==> src/rtl/spimaster_if.sv <==
// rtl/spimaster_if.sv - stream and SPI pin bundle for spimaster
interface spimaster_if;
  logic       sink_ready;
  logic       sink_valid;
  logic [7:0] sink_data;
  logic       sink_endofpacket;
  logic       source_ready;
  logic       source_valid;
  logic [7:0] source_data;
  logic       spi_sclk;
  logic       spi_mosi;
  logic       spi_miso;
  logic       spi_nss;

  modport master (
    output sink_ready,
    input  sink_valid, sink_data, sink_endofpacket,
    input  source_ready,
    output source_valid, source_data,
    output spi_sclk, spi_mosi, spi_nss,
    input  spi_miso
  );

  modport slave (
    input  sink_ready,
    output sink_valid, sink_data, sink_endofpacket,
    output source_ready,
    input  source_valid, source_data,
    input  spi_sclk, spi_mosi, spi_nss,
    output spi_miso
  );
endinterface

==> src/rtl/spimaster.sv <==
// rtl/spimaster.sv - byte-oriented mode-0 SPI master with Avalon-ST streams
module spimaster #(
  parameter int CLK_DIV = 4,
  parameter int CS_GAP  = 2
) (
  input logic         clk_clk,
  input logic         reset_reset_n,
  spimaster_if.master bus
);
  typedef enum logic [2:0] {IDLE, SHIFT, NEXT, TAIL, GAP} state_t;

  localparam logic [7:0] HALF   = 8'(CLK_DIV);
  localparam logic [7:0] GAPLEN = 8'(CS_GAP);

  state_t     state;
  logic [7:0] cnt;
  logic [7:0] tx_sr;
  logic [7:0] rx_sr;
  logic [7:0] src_data;
  logic [2:0] bit_cnt;
  logic [1:0] miso_sync;
  logic       eop;
  logic       sclk;
  logic       nss;
  logic       snk_rdy;
  logic       src_vld;
  logic       src_take;
  logic       snk_take;
  logic       rdy_after;

  assign src_take  = src_vld && bus.source_ready;
  assign snk_take  = bus.sink_valid && snk_rdy;
  // The sink may only reopen when no RX byte will still be pending after this edge
  assign rdy_after = !src_vld || bus.source_ready;

  assign bus.sink_ready   = snk_rdy;
  assign bus.source_valid = src_vld;
  assign bus.source_data  = src_data;
  assign bus.spi_sclk     = sclk;
  assign bus.spi_mosi     = tx_sr[7];
  assign bus.spi_nss      = nss;

  // Two-flop synchronizer bringing MISO into the clk_clk domain
  always_ff @(posedge clk_clk or negedge reset_reset_n) begin
    if (!reset_reset_n) miso_sync <= 2'b00;
    else                miso_sync <= {miso_sync[0], bus.spi_miso};
  end

  // Transfer FSM: chip select, SCLK phases, shift registers and stream handshakes
  always_ff @(posedge clk_clk or negedge reset_reset_n) begin
    if (!reset_reset_n) begin
      state    <= IDLE;
      cnt      <= 8'd0;
      tx_sr    <= 8'd0;
      rx_sr    <= 8'd0;
      src_data <= 8'd0;
      bit_cnt  <= 3'd0;
      eop      <= 1'b0;
      sclk     <= 1'b0;
      nss      <= 1'b1;
      snk_rdy  <= 1'b0;
      src_vld  <= 1'b0;
    end else begin
      if (src_take) src_vld <= 1'b0;
      case (state)
        IDLE, NEXT: begin
          if (snk_take) begin
            tx_sr   <= bus.sink_data;
            eop     <= bus.sink_endofpacket;
            nss     <= 1'b0;
            cnt     <= 8'd0;
            bit_cnt <= 3'd0;
            snk_rdy <= 1'b0;
            state   <= SHIFT;
          end else begin
            snk_rdy <= rdy_after;
          end
        end
        SHIFT: begin
          // cnt starts at 0 so the first phase spans one extra cycle after NSS falls
          if (cnt == HALF) begin
            cnt  <= 8'd1;
            sclk <= ~sclk;
            if (!sclk) begin
              rx_sr <= {rx_sr[6:0], miso_sync[1]};
            end else if (bit_cnt == 3'd7) begin
              // MOSI is left on bit 0 of this byte until the next byte loads
              src_data <= rx_sr;
              src_vld  <= 1'b1;
              bit_cnt  <= 3'd0;
              state    <= eop ? TAIL : NEXT;
            end else begin
              bit_cnt <= bit_cnt + 3'd1;
              tx_sr   <= {tx_sr[6:0], 1'b0};
            end
          end else begin
            cnt <= cnt + 8'd1;
          end
        end
        TAIL: begin
          if (cnt == HALF) begin
            nss   <= 1'b1;
            cnt   <= 8'd1;
            state <= GAP;
          end else begin
            cnt <= cnt + 8'd1;
          end
        end
        GAP: begin
          if (cnt == GAPLEN) begin
            cnt     <= 8'd0;
            snk_rdy <= rdy_after;
            state   <= IDLE;
          end else begin
            cnt <= cnt + 8'd1;
          end
        end
        default: state <= IDLE;
      endcase
    end
  end
endmodule
==> src/flat_wrapper.sv <==
// flat-port wrapper written by rule: the top's interface ports become plain ports
module spimaster_flat 
#(
  parameter int CLK_DIV = 4,
  parameter int CS_GAP  = 2
)
  (clk_clk, reset_reset_n, bus_sink_ready, bus_sink_valid, bus_sink_data, bus_sink_endofpacket, bus_source_ready, bus_source_valid, bus_source_data, bus_spi_sclk, bus_spi_mosi, bus_spi_nss, bus_spi_miso);
  spimaster_if bus_i ();
  input logic clk_clk;
  input logic reset_reset_n;
  output wire logic [$bits(bus_i.sink_ready)-1:0] bus_sink_ready;
  input wire logic [$bits(bus_i.sink_valid)-1:0] bus_sink_valid;
  input wire logic [$bits(bus_i.sink_data)-1:0] bus_sink_data;
  input wire logic [$bits(bus_i.sink_endofpacket)-1:0] bus_sink_endofpacket;
  input wire logic [$bits(bus_i.source_ready)-1:0] bus_source_ready;
  output wire logic [$bits(bus_i.source_valid)-1:0] bus_source_valid;
  output wire logic [$bits(bus_i.source_data)-1:0] bus_source_data;
  output wire logic [$bits(bus_i.spi_sclk)-1:0] bus_spi_sclk;
  output wire logic [$bits(bus_i.spi_mosi)-1:0] bus_spi_mosi;
  output wire logic [$bits(bus_i.spi_nss)-1:0] bus_spi_nss;
  input wire logic [$bits(bus_i.spi_miso)-1:0] bus_spi_miso;
  assign bus_sink_ready = bus_i.sink_ready;
  assign bus_i.sink_valid = bus_sink_valid;
  assign bus_i.sink_data = bus_sink_data;
  assign bus_i.sink_endofpacket = bus_sink_endofpacket;
  assign bus_i.source_ready = bus_source_ready;
  assign bus_source_valid = bus_i.source_valid;
  assign bus_source_data = bus_i.source_data;
  assign bus_spi_sclk = bus_i.spi_sclk;
  assign bus_spi_mosi = bus_i.spi_mosi;
  assign bus_spi_nss = bus_i.spi_nss;
  assign bus_i.spi_miso = bus_spi_miso;
  spimaster #(.CLK_DIV(CLK_DIV), .CS_GAP(CS_GAP)) u_core (.clk_clk(clk_clk), .reset_reset_n(reset_reset_n), .bus(bus_i));
endmodule
==> config.mk <==
export PLATFORM = sky130hd
export DESIGN_NAME = spimaster_flat
export DESIGN_NICKNAME = d
export VERILOG_FILES = /design/src/rtl/spimaster_if.sv /design/src/rtl/spimaster.sv /design/src/flat_wrapper.sv
export SDC_FILE = /design/constraint.sdc
export NUM_CORES = 1
export LEC_CHECK = 0
export ABC_AREA = 0
export ABC_CLOCK_PERIOD_IN_PS = 4400
export BUFFER_PORTS_ARGS = -buffer_cell sky130_fd_sc_hd__clkbuf_2
export CAP_MARGIN = 20
export CORE_AREA = 2 2 91 93
export CTS_CLUSTER_DIAMETER = 150
export DETAILED_ROUTE_END_ITERATION = 10
export DIE_AREA = 0 0 93 95
export SETUP_SLACK_MARGIN = 0.2
export SYNTH_ARGS = -nofsm -noshare
export SYNTH_HDL_FRONTEND = slang
export SYNTH_SLANG_ARGS = --single-unit
==> constraint.sdc <==
create_clock -name clk_clk -period 4.4 [get_ports clk_clk]
set_clock_uncertainty 0.05 [all_clocks]
set_input_delay 0.44 -clock clk_clk [delete_from_list [all_inputs] [get_ports clk_clk]]
set_output_delay 0.44 -clock clk_clk [all_outputs]
set_load 0.02 [all_outputs]
==> reports/qor.txt, run 1 <==
final wirelength: 4430 um
hold buffers post-CTS: 0
fin cells: 332
Post-DP HPWL: 3100 um
status: completed
Sink Count: 45
R2R Path End: u_core.bit_cnt[0]
Worst R2R Start: u_core.cnt[5]
Die Width: 93 um
register area: 1130 um^2
Wirelength per Cell: 13.3 um
vias: 1631
Post-Synthesis Cells: 198
simple-gate share of the synthesized area: 17.1%
Synth async-reset ratio: 100%
RSZ-0062 raised after global routing: no
Setup-failing EPs final: 0
XOR/XNOR Fraction of Synth Area: 0.392%
Routed Antenna Nets: 0
Post-Syn Area: 2230 um^2
Die Height: 95 um
Syn Nets: 217
leakage power: 1.18 nW
initial cell density of the core: 28.2%
Power Density: 488 nW/um^2
CP startpoint kind: register
Post-Synth Adder-Cell Area: 2.80%
post-synthesis compound-gate area fraction: 16.1%
Max rail drop VDD: 203 uV
CP Capture Type: register
largest family of logic cells by synthesized area: simple AND/OR/NAND/NOR gates
clock root buffer master: clkbuf_8
top cell type's share of synthesized area: 49.3%
clock tree from TritonCTS: yes
Reg2Reg Setup Slack: 2.33 ns
port bufs: 26
DRT Pass-1 Iters: 4
Post-CTS Setup Inserts: 0
mux contribution to synthesized area: 9.57%
final hold vios: 0
htree depth: 2
Max Fclk: 0.484 GHz
Seq/Total Area, Yosys: 50.4%
# rows: 33
post-cts resize count: 0
core area: 7930 um^2
Fill cells: 843
number of global-route vias before repair: 1480
Slew Limit Fails: 0
CTS clk-pin slew, worst paths: 0.10 ns
setup TNS: 0 ns
# diodes: 0
Most used DFF post-synth: dfrtp_1
synth top area cells: dfrtp_1, mux2_2, a221o_1, o21ai_0, ha_1
kind of critical path: reg -> reg
area taken by multi-input logic gates: 1030 um^2
pin slew with the least headroom to its limit: 0.814 ns
Synth Area per Inst: 11.3 um^2
clock latency on the worst-skew pair: 0.31 ns
Max-cap violations: 0
# DRC: 0
first-pass GRT wire length: 7160 um
hold crit path type: in -> async
Initial DRC Count: 78
Tcrit/Tclk final: 47.0%
Final min period: 2.07 ns
All-Layer GR Usage: 10.4%
dpl cells: 324
Synth area leader: dfrtp_1
IO Count: 27
r2r worst-path depth: 4
Num CTS Buffers: 5
Distinct cells, synth: 48
clk buf depth: 2
crit-path max FO: 7
Max-Slew Margin vs Limit: 45.3%
GPL Wtd Cong: 0.804
Synth Register Bits: 45
pin count of the biggest net entering global routing: 46
full die area: 8840 um^2
critical path arrival: 2.21 ns
warning count from the yosys run: 0
share of post-route cells with drive strength above 1: 29.1%
NumNets Final: 245
Post-synth EDFFs: 0
grt total ovfl: 0
required time worst endpoint: 4.54 ns
DR vias/cell: 4.91
initial antenna violation count: 0
area delta synth->final: 15.9%
[worst max-delay path, stage by stage, from the launching register on]
cell and delay, ns:
dfrtp_1 0.46, or3_4 0.47, or3_4 0.43, a21boi_2 0.21, mux2_1 0.33
[how the worst max path moves through the flow]
stage	startpoint	endpoint	cells after the start
2_1_floorplan	u_core.cnt[4]	u_core.bit_cnt[0]	5
3_3_place_gp	u_core.cnt[5]	u_core.bit_cnt[0]	4
3_5_place_dp	u_core.cnt[5]	u_core.bit_cnt[0]	4
4_1_cts	u_core.cnt[5]	u_core.bit_cnt[0]	4
5_1_grt	u_core.cnt[0]	u_core.bit_cnt[0]	6
6_report	u_core.cnt[5]	u_core.bit_cnt[0]	4
[layout by cell type (no fill, tap or decap), types with 2 or more instances in the layout]
| cell | synthesis | final |
|---|---|---|
| a21oi_1 | 5 | 5 |
| a221o_1 | 7 | 7 |
| and2_1 | 7 | 7 |
| clkbuf_2 | 0 | 26 |
| clkbuf_8 | 0 | 5 |
| dfrtp_1 | 44 | 44 |
| ha_1 | 5 | 5 |
| inv_1 | 13 | 13 |
| mux2_1 | 4 | 4 |
| mux2_2 | 15 | 15 |
| nand2_1 | 14 | 14 |
| nand2b_1 | 2 | 2 |
| nand3_1 | 5 | 5 |
| nand4_1 | 4 | 4 |
| nor2_1 | 8 | 8 |
| nor2b_1 | 2 | 2 |
| nor3_1 | 2 | 2 |
| nor3_4 | 2 | 2 |
| o211ai_1 | 8 | 8 |
| o21ai_0 | 14 | 14 |
| o21ai_1 | 2 | 2 |
| o31a_1 | 2 | 2 |
| or3_1 | 2 | 2 |
| or3_4 | 2 | 2 |
[cells in the mapped netlist (3+ instances only)]
cell / n
ha_1: 5
mux2_1: 4
dfrtp_1: 44
a21oi_1: 5
inv_1: 13
nand4_1: 4
nor2_1: 8
clkbuf_1: 3
o211ai_1: 8
mux2_2: 15
and2_1: 7
a221o_1: 7
nand3_1: 5
nand2_1: 14
o21ai_0: 14
[power by group]
group / switching [mW] / internal, mW / total (mW)
logic: 0.194 / 0.149 / 0.344
registers: 0.0888 / 0.501 / 0.590
clock network: 0.158 / 0.174 / 0.332
[sequential cells by signal (all words and copies together), names as in the netlist]
register	count
u_core.bus.source_data	8
u_core.cnt	8
u_core.rx_sr	8
u_core.tx_sr	8
u_core.bit_cnt	3
u_core.state	3
u_core.miso_sync	2
u_core.bus.sink_ready	1
u_core.bus.source_valid	1
u_core.bus.spi_nss	1
u_core.bus.spi_sclk	1
u_core.eop	1
[stage by stage]
stage	hold WS [ns]	setup slack (ns)	area (um^2)	utilization, %	power, mW
2_1_floorplan	0.0944	2.43	2230	-	0.860
3_3_place_gp	0.283	2.37	2470	31.2	0.938
3_5_place_dp	0.286	2.34	2470	31.2	0.945
4_1_cts	0.188	2.33	2590	32.7	1.28
5_1_grt	0.173	2.19	2590	32.7	1.35
6_report	0.146	2.33	2590	32.7	1.27
[cell type report]
cell class                      count  share of cell area (%)
Inverter                           13                    1.88
Clock inverter                      3                    1.93
Sequential cell                    45                    43.5
Tap cell                          105                    5.07
Multi-Input combinational cell    134                    39.6
Clock buffer                        5                    2.66
Timing Repair Buffer               27                    5.31
[per-layer routing]
metal	GRT usage, %	part of all wire [%]
met1	14.2	48
met2	15.7	46
met3	3.11	4.4
met4	3.31	0.88
met5	0	0
[kinds of logic (layout without fill, tap and decap cells)]
logic type,Yosys count,count (layout)
AOI/OAI and AO/OA,49,49
xor gates and xnor gates,1,1
adders and majority gates,5,5
buffers and inverters,19,48
DFF,45,45
muxes,19,19
and+or+nand+nor,60,60
(Power assumes the default switching activity.)
==> run 2: changes to the inputs <==
ABC_CLOCK_PERIOD_IN_PS = 2200   (was 4400)
clock period = 2.2 ns   (was 4.4 ns; I/O delays follow)
==> reports/qor.txt, run 2 (synthesized netlist as in run 1, its figures left out) <==
worst hold path startpoint: bus_source_ready
Tcrit/Tclk final: 87.9%
Worst R2R Start: u_core.cnt[5]
CP startpoint kind: register
vias: 1685
core area: 7930 um^2
Initial DRC Count: 75
RSZ-0062 raised after global routing: no
CP Capture Type: register
kind of critical path: reg -> reg
# DRC: 0
number of global-route vias before repair: 1567
NumNets Final: 262
Die Height: 95 um
Area after DPL: 2550 um^2
r2r worst-path depth: 4
Max-Slew Margin vs Limit: 52.7%
leakage power: 1.28 nW
grt total ovfl: 0
DR vias/cell: 4.83
port bufs: 26
first-pass GRT wire length: 7730 um
area delta synth->final: 24.9%
initial antenna violation count: 0
Die Width: 93 um
Power Density: 979 nW/um^2
Final min period: 1.93 ns
Max-cap violations: 0
most frequent cells in the layout: dfrtp_1, clkbuf_2, buf_4, mux2_2
share of post-route cells with drive strength above 1: 36.1%
htree depth: 2
Max Fclk: 0.517 GHz
Fill cells: 810
crit-path max FO: 7
Wirelength per Cell: 13.3 um
Max rail drop VDD: 539 uV
CTS clk-pin slew, worst paths: 0.09 ns
GPL Wtd Cong: 0.814
final wirelength: 4630 um
Sink Count: 45
final instance area: 2790 um^2
clock latency on the worst-skew pair: 0.30 ns
R2R Path End: u_core.bit_cnt[0]
commonest non-fill, non-tap cell in the layout: dfrtp_1
initial cell density of the core: 28.2%
clk buf depth: 2
crit path from: u_core.cnt[5]
Slew Limit Fails: 0
full die area: 8840 um^2
DRT Pass-1 Iters: 4
# rows: 33
Setup-failing EPs final: 0
status: completed
hold crit path type: in -> reg
critical path arrival: 2.07 ns
Routed Antenna Nets: 0
crit path to: u_core.bit_cnt[0]
IO Count: 27
Reg2Reg Setup Slack: 0.27 ns
fin cells: 349
final hold vios: 0
Post-DP HPWL: 3270 um
# diodes: 0
pin slew with the least headroom to its limit: 0.705 ns
Num CTS Buffers: 5
pin count of the biggest net entering global routing: 28
Power, Total: 2.73 mW
setup TNS: 0 ns
clock root buffer master: clkbuf_8
All-Layer GR Usage: 11.1%
clock tree from TritonCTS: yes
dpl cells: 334
required time worst endpoint: 2.34 ns
## run 2: how the worst min path moves through the flow
stage                                    endpoint  slack [ns]  cells after the start
after floorplan                 u_core.bit_cnt[0]       -0.13                      0
after global placement          u_core.bit_cnt[1]        0.25                      1
after detailed placement        u_core.bit_cnt[1]        0.25                      1
after CTS                 u_core.bus.source_valid        0.06                      2
after global routing      u_core.bus.source_valid        0.06                      2
final                     u_core.bus.source_valid        0.06                      2
## run 2: routing by layer
layer / part of all wire, % / vias to the layer above / GRT usage, %
met2: 45 / 23 / 15.7
met1: 49 / 842 / 16.4
li1: - / 814 / -
met5: 0 / - / 0
met4: 1.2 / 0 / 3.31
met3: 3.9 / 6 / 3.03
## run 2: repair_timing
item / in CTS / in global routing
hold endpoints to repair: 25 / 0
hold buffers: 2 / 0
pin swaps: 1 / 7
buffers inserted: 2 / 3
endpoints found under the setup margin: 1 / 20
gates resized for setup: 3 / 9
## run 2: worst max-delay path, cell delays in order (launching register included)
cell and delay (ns):
dfrtp_2 0.45, or3_4 0.43, or3_4 0.38, a21boi_4 0.18, mux2_1 0.33
## run 2: where the power goes
group / internal, mW / switching, mW / leakage, nW
Combinational: 0.399 / 0.423 / 0.624
Clock: 0.457 / 0.291 / 0.0687
Sequential: 0.997 / 0.165 / 0.585
Total: 1.85 / 0.879 / 1.28
## run 2: stage by stage
stage / hold slack, ns / setup WS, ns / util [%]
floorplan: -0.126 / 0.229 / -
global placement: 0.248 / 0.207 / 32.1
detailed placement: 0.246 / 0.179 / 32.1
CTS: 0.0587 / 0.206 / 34.4
global route: 0.0628 / 0.175 / 35.2
finish: 0.0608 / 0.267 / 35.2
## run 2: final cells by class
type | count | area [um^2] | share of cell area (%)
multi-input combinational | 134 | 1070 | 38.4
sequential | 45 | 1130 | 40.5
clock buffer | 5 | 68.8 | 2.47
tap | 105 | 131 | 4.71
timing repair buffer | 44 | 270 | 9.68
inverter | 13 | 48.8 | 1.75
clock inverter | 3 | 68.8 | 2.47
==> run 3: changes to the inputs <==
ABC_CLOCK_PERIOD_IN_PS = 2300   (was 2200)
BUFFER_PORTS_ARGS = not set   (was -buffer_cell sky130_fd_sc_hd__clkbuf_2)
DONT_BUFFER_PORTS = 1   (was not set)
clock period = 2.3 ns   (was 2.2 ns; I/O delays follow)
==> reports/qor.txt, run 3 (synthesized netlist as in run 1, its figures left out) <==
initial cell density of the core: 28.2%
Initial DRC Count: 92
Num CTS Buffers: 5
CP Capture Type: register
Die Width: 93 um
port bufs: 0
# DRC: 0
first-pass GRT wire length: 7580 um
switching part of the total power: 36.4%
CTS clk-pin slew, worst paths: 0.09 ns
Max-cap violations: 0
Routed Antenna Nets: 0
RSZ-0062 raised after global routing: no
kind of critical path: reg -> reg
CP top delay family: simple AND/OR/NAND/NOR gates
hold crit path type: in -> reg
IO Count: 27
Slew Limit Fails: 0
final hold vios: 0
Sink Count: 45
clock latency on the worst-skew pair: 0.30 ns
Setup-failing EPs final: 0
pin slew with the least headroom to its limit: 0.476 ns
Max Fclk: 0.490 GHz
crit-path max FO: 7
status: completed
Hold Slack: 0.0188 ns
commonest non-fill, non-tap cell in the layout: dfrtp_1
fin cells: 316
pin count of the biggest net entering global routing: 46
NumNets Final: 229
required time worst endpoint: 2.43 ns
Post-DP HPWL: 3160 um
clk buf depth: 2
Die Height: 95 um
Final min period: 2.04 ns
Tcrit/Tclk final: 88.7%
most frequent cells in the layout: dfrtp_1, mux2_2, o21ai_0, nand2_1, inv_1
grt total ovfl: 0
All-Layer GR Usage: 10.7%
CP startpoint kind: register
crit-path cells: or3_4 -> or3_4 -> a21boi_2 -> mux2_1
clock network power share: 22.2%
initial antenna violation count: 0
setup TNS: 0 ns
area delta synth->final: 13.9%
Power Density: 905 nW/um^2
NetSw: 0.840 mW
vias: 1548
GPL Wtd Cong: 0.801
leakage power: 1.11 nW
clock root buffer master: clkbuf_8
clock tree from TritonCTS: yes
crit-path max cell delay: 0.46 ns
dpl cells: 304
Int Pwr: 1.47 mW
critical path arrival: 2.18 ns
share of post-route cells with drive strength above 1: 24.2%
Wirelength per Cell: 13.9 um
# diodes: 0
core area: 7930 um^2
sequential share of power: 50.5%
Max rail drop VDD: 312 uV
DR vias/cell: 4.90
# rows: 33
number of global-route vias before repair: 1604
slowest CP cell: or3_4
DRT Pass-1 Iters: 5
Max-Slew Margin vs Limit: 68.0%
WP buf/inv: 0
htree depth: 2
Comb pwr share: 27.4%
final wirelength: 4400 um
full die area: 8840 um^2
critical path's most frequent cell: or3_4
## run 3: cell types whose count changed in the layout (fill, tap and decap cells not counted), moves of 2 or more
| cell | delta |
|---|---|
| clkbuf_2 | -26 |
| dfrtp_2 | -2 |
| bufinv_16 | -2 |
| dfrtp_1 | +2 |
| buf_4 | -9 |
## run 3: repair_timing
action                                  CTS  global route
setup buffers                             0             0
endpoints found under the hold margin    47             0
hold buffers                              4             0
endpoints found under the setup margin    0             7
gates resized for setup                   0             4
## run 3: area by class of cell
class	instances	area (um^2)
multi-input cells	134	1030
clock buffers	5	68.8
clock inverters	3	25.0
fillers	819	5380
flip-flops and latches	45	1130
well taps	105	131
repair buffers	11	110
inverters	13	48.8
## run 3: power groups by stage
| stage | combinational, mW | sequential (mW) | clock (mW) |
|---|---|---|---|
| 5_1_grt | 0.716 | 1.20 | 0.561 |
| 3_3_place_gp | 0.591 | 1.16 | 0 |
| 4_1_cts | 0.633 | 1.16 | 0.531 |
| 2_1_floorplan | 0.545 | 1.10 | 0 |
| 3_5_place_dp | 0.604 | 1.17 | 0 |
| 6_report | 0.631 | 1.16 | 0.511 |
## run 3: metrics by stage
stage,total power [mW],instance area (um^2),setup WS [ns],utilization [%]
floorplan,1.64,2230,0.329,-
global placement,1.75,2390,0.310,30.1
detailed placement,1.78,2390,0.260,30.1
CTS,2.32,2540,0.248,32.0
global route,2.47,2550,0.214,32.1
finish,2.31,2550,0.259,32.1
## run 3: metal layers
metal  vias up  share of wire (%)  track usage (%)
met2        34                 46             16.4
li1        748                  -                -
met4         0               0.75             2.82
met1       761                 47             14.5
met5         -                  0                0
met3         5                6.4             3.67
## run 3: worst reg2reg max path: cells and delay by family (launching register included)
family | cells | cell delay (ns)
muxes | 1 | 0.34
and+or+nand+nor | 2 | 0.88
DFF | 1 | 0.45
AOI/OAI and AO/OA | 1 | 0.20
## run 3: final timing paths
| path | start | end | slack (ns) | depth (start not counted) |
|---|---|---|---|---|
| min reg2reg | u_core.miso_sync[0] | u_core.miso_sync[1] | 0.32 | 0 |
| min | bus_sink_data[0] | u_core.tx_sr[0] | 0.02 | 1 |
| min in group asynchronous | reset_reset_n | u_core.tx_sr[5] | 0.39 | 2 |
| max in group asynchronous | reset_reset_n | u_core.bus.spi_nss | 1.53 | 2 |
| max reg2reg | u_core.cnt[5] | u_core.bit_cnt[0] | 0.26 | 4 |
| max | u_core.cnt[5] | u_core.bit_cnt[0] | 0.26 | 4 |
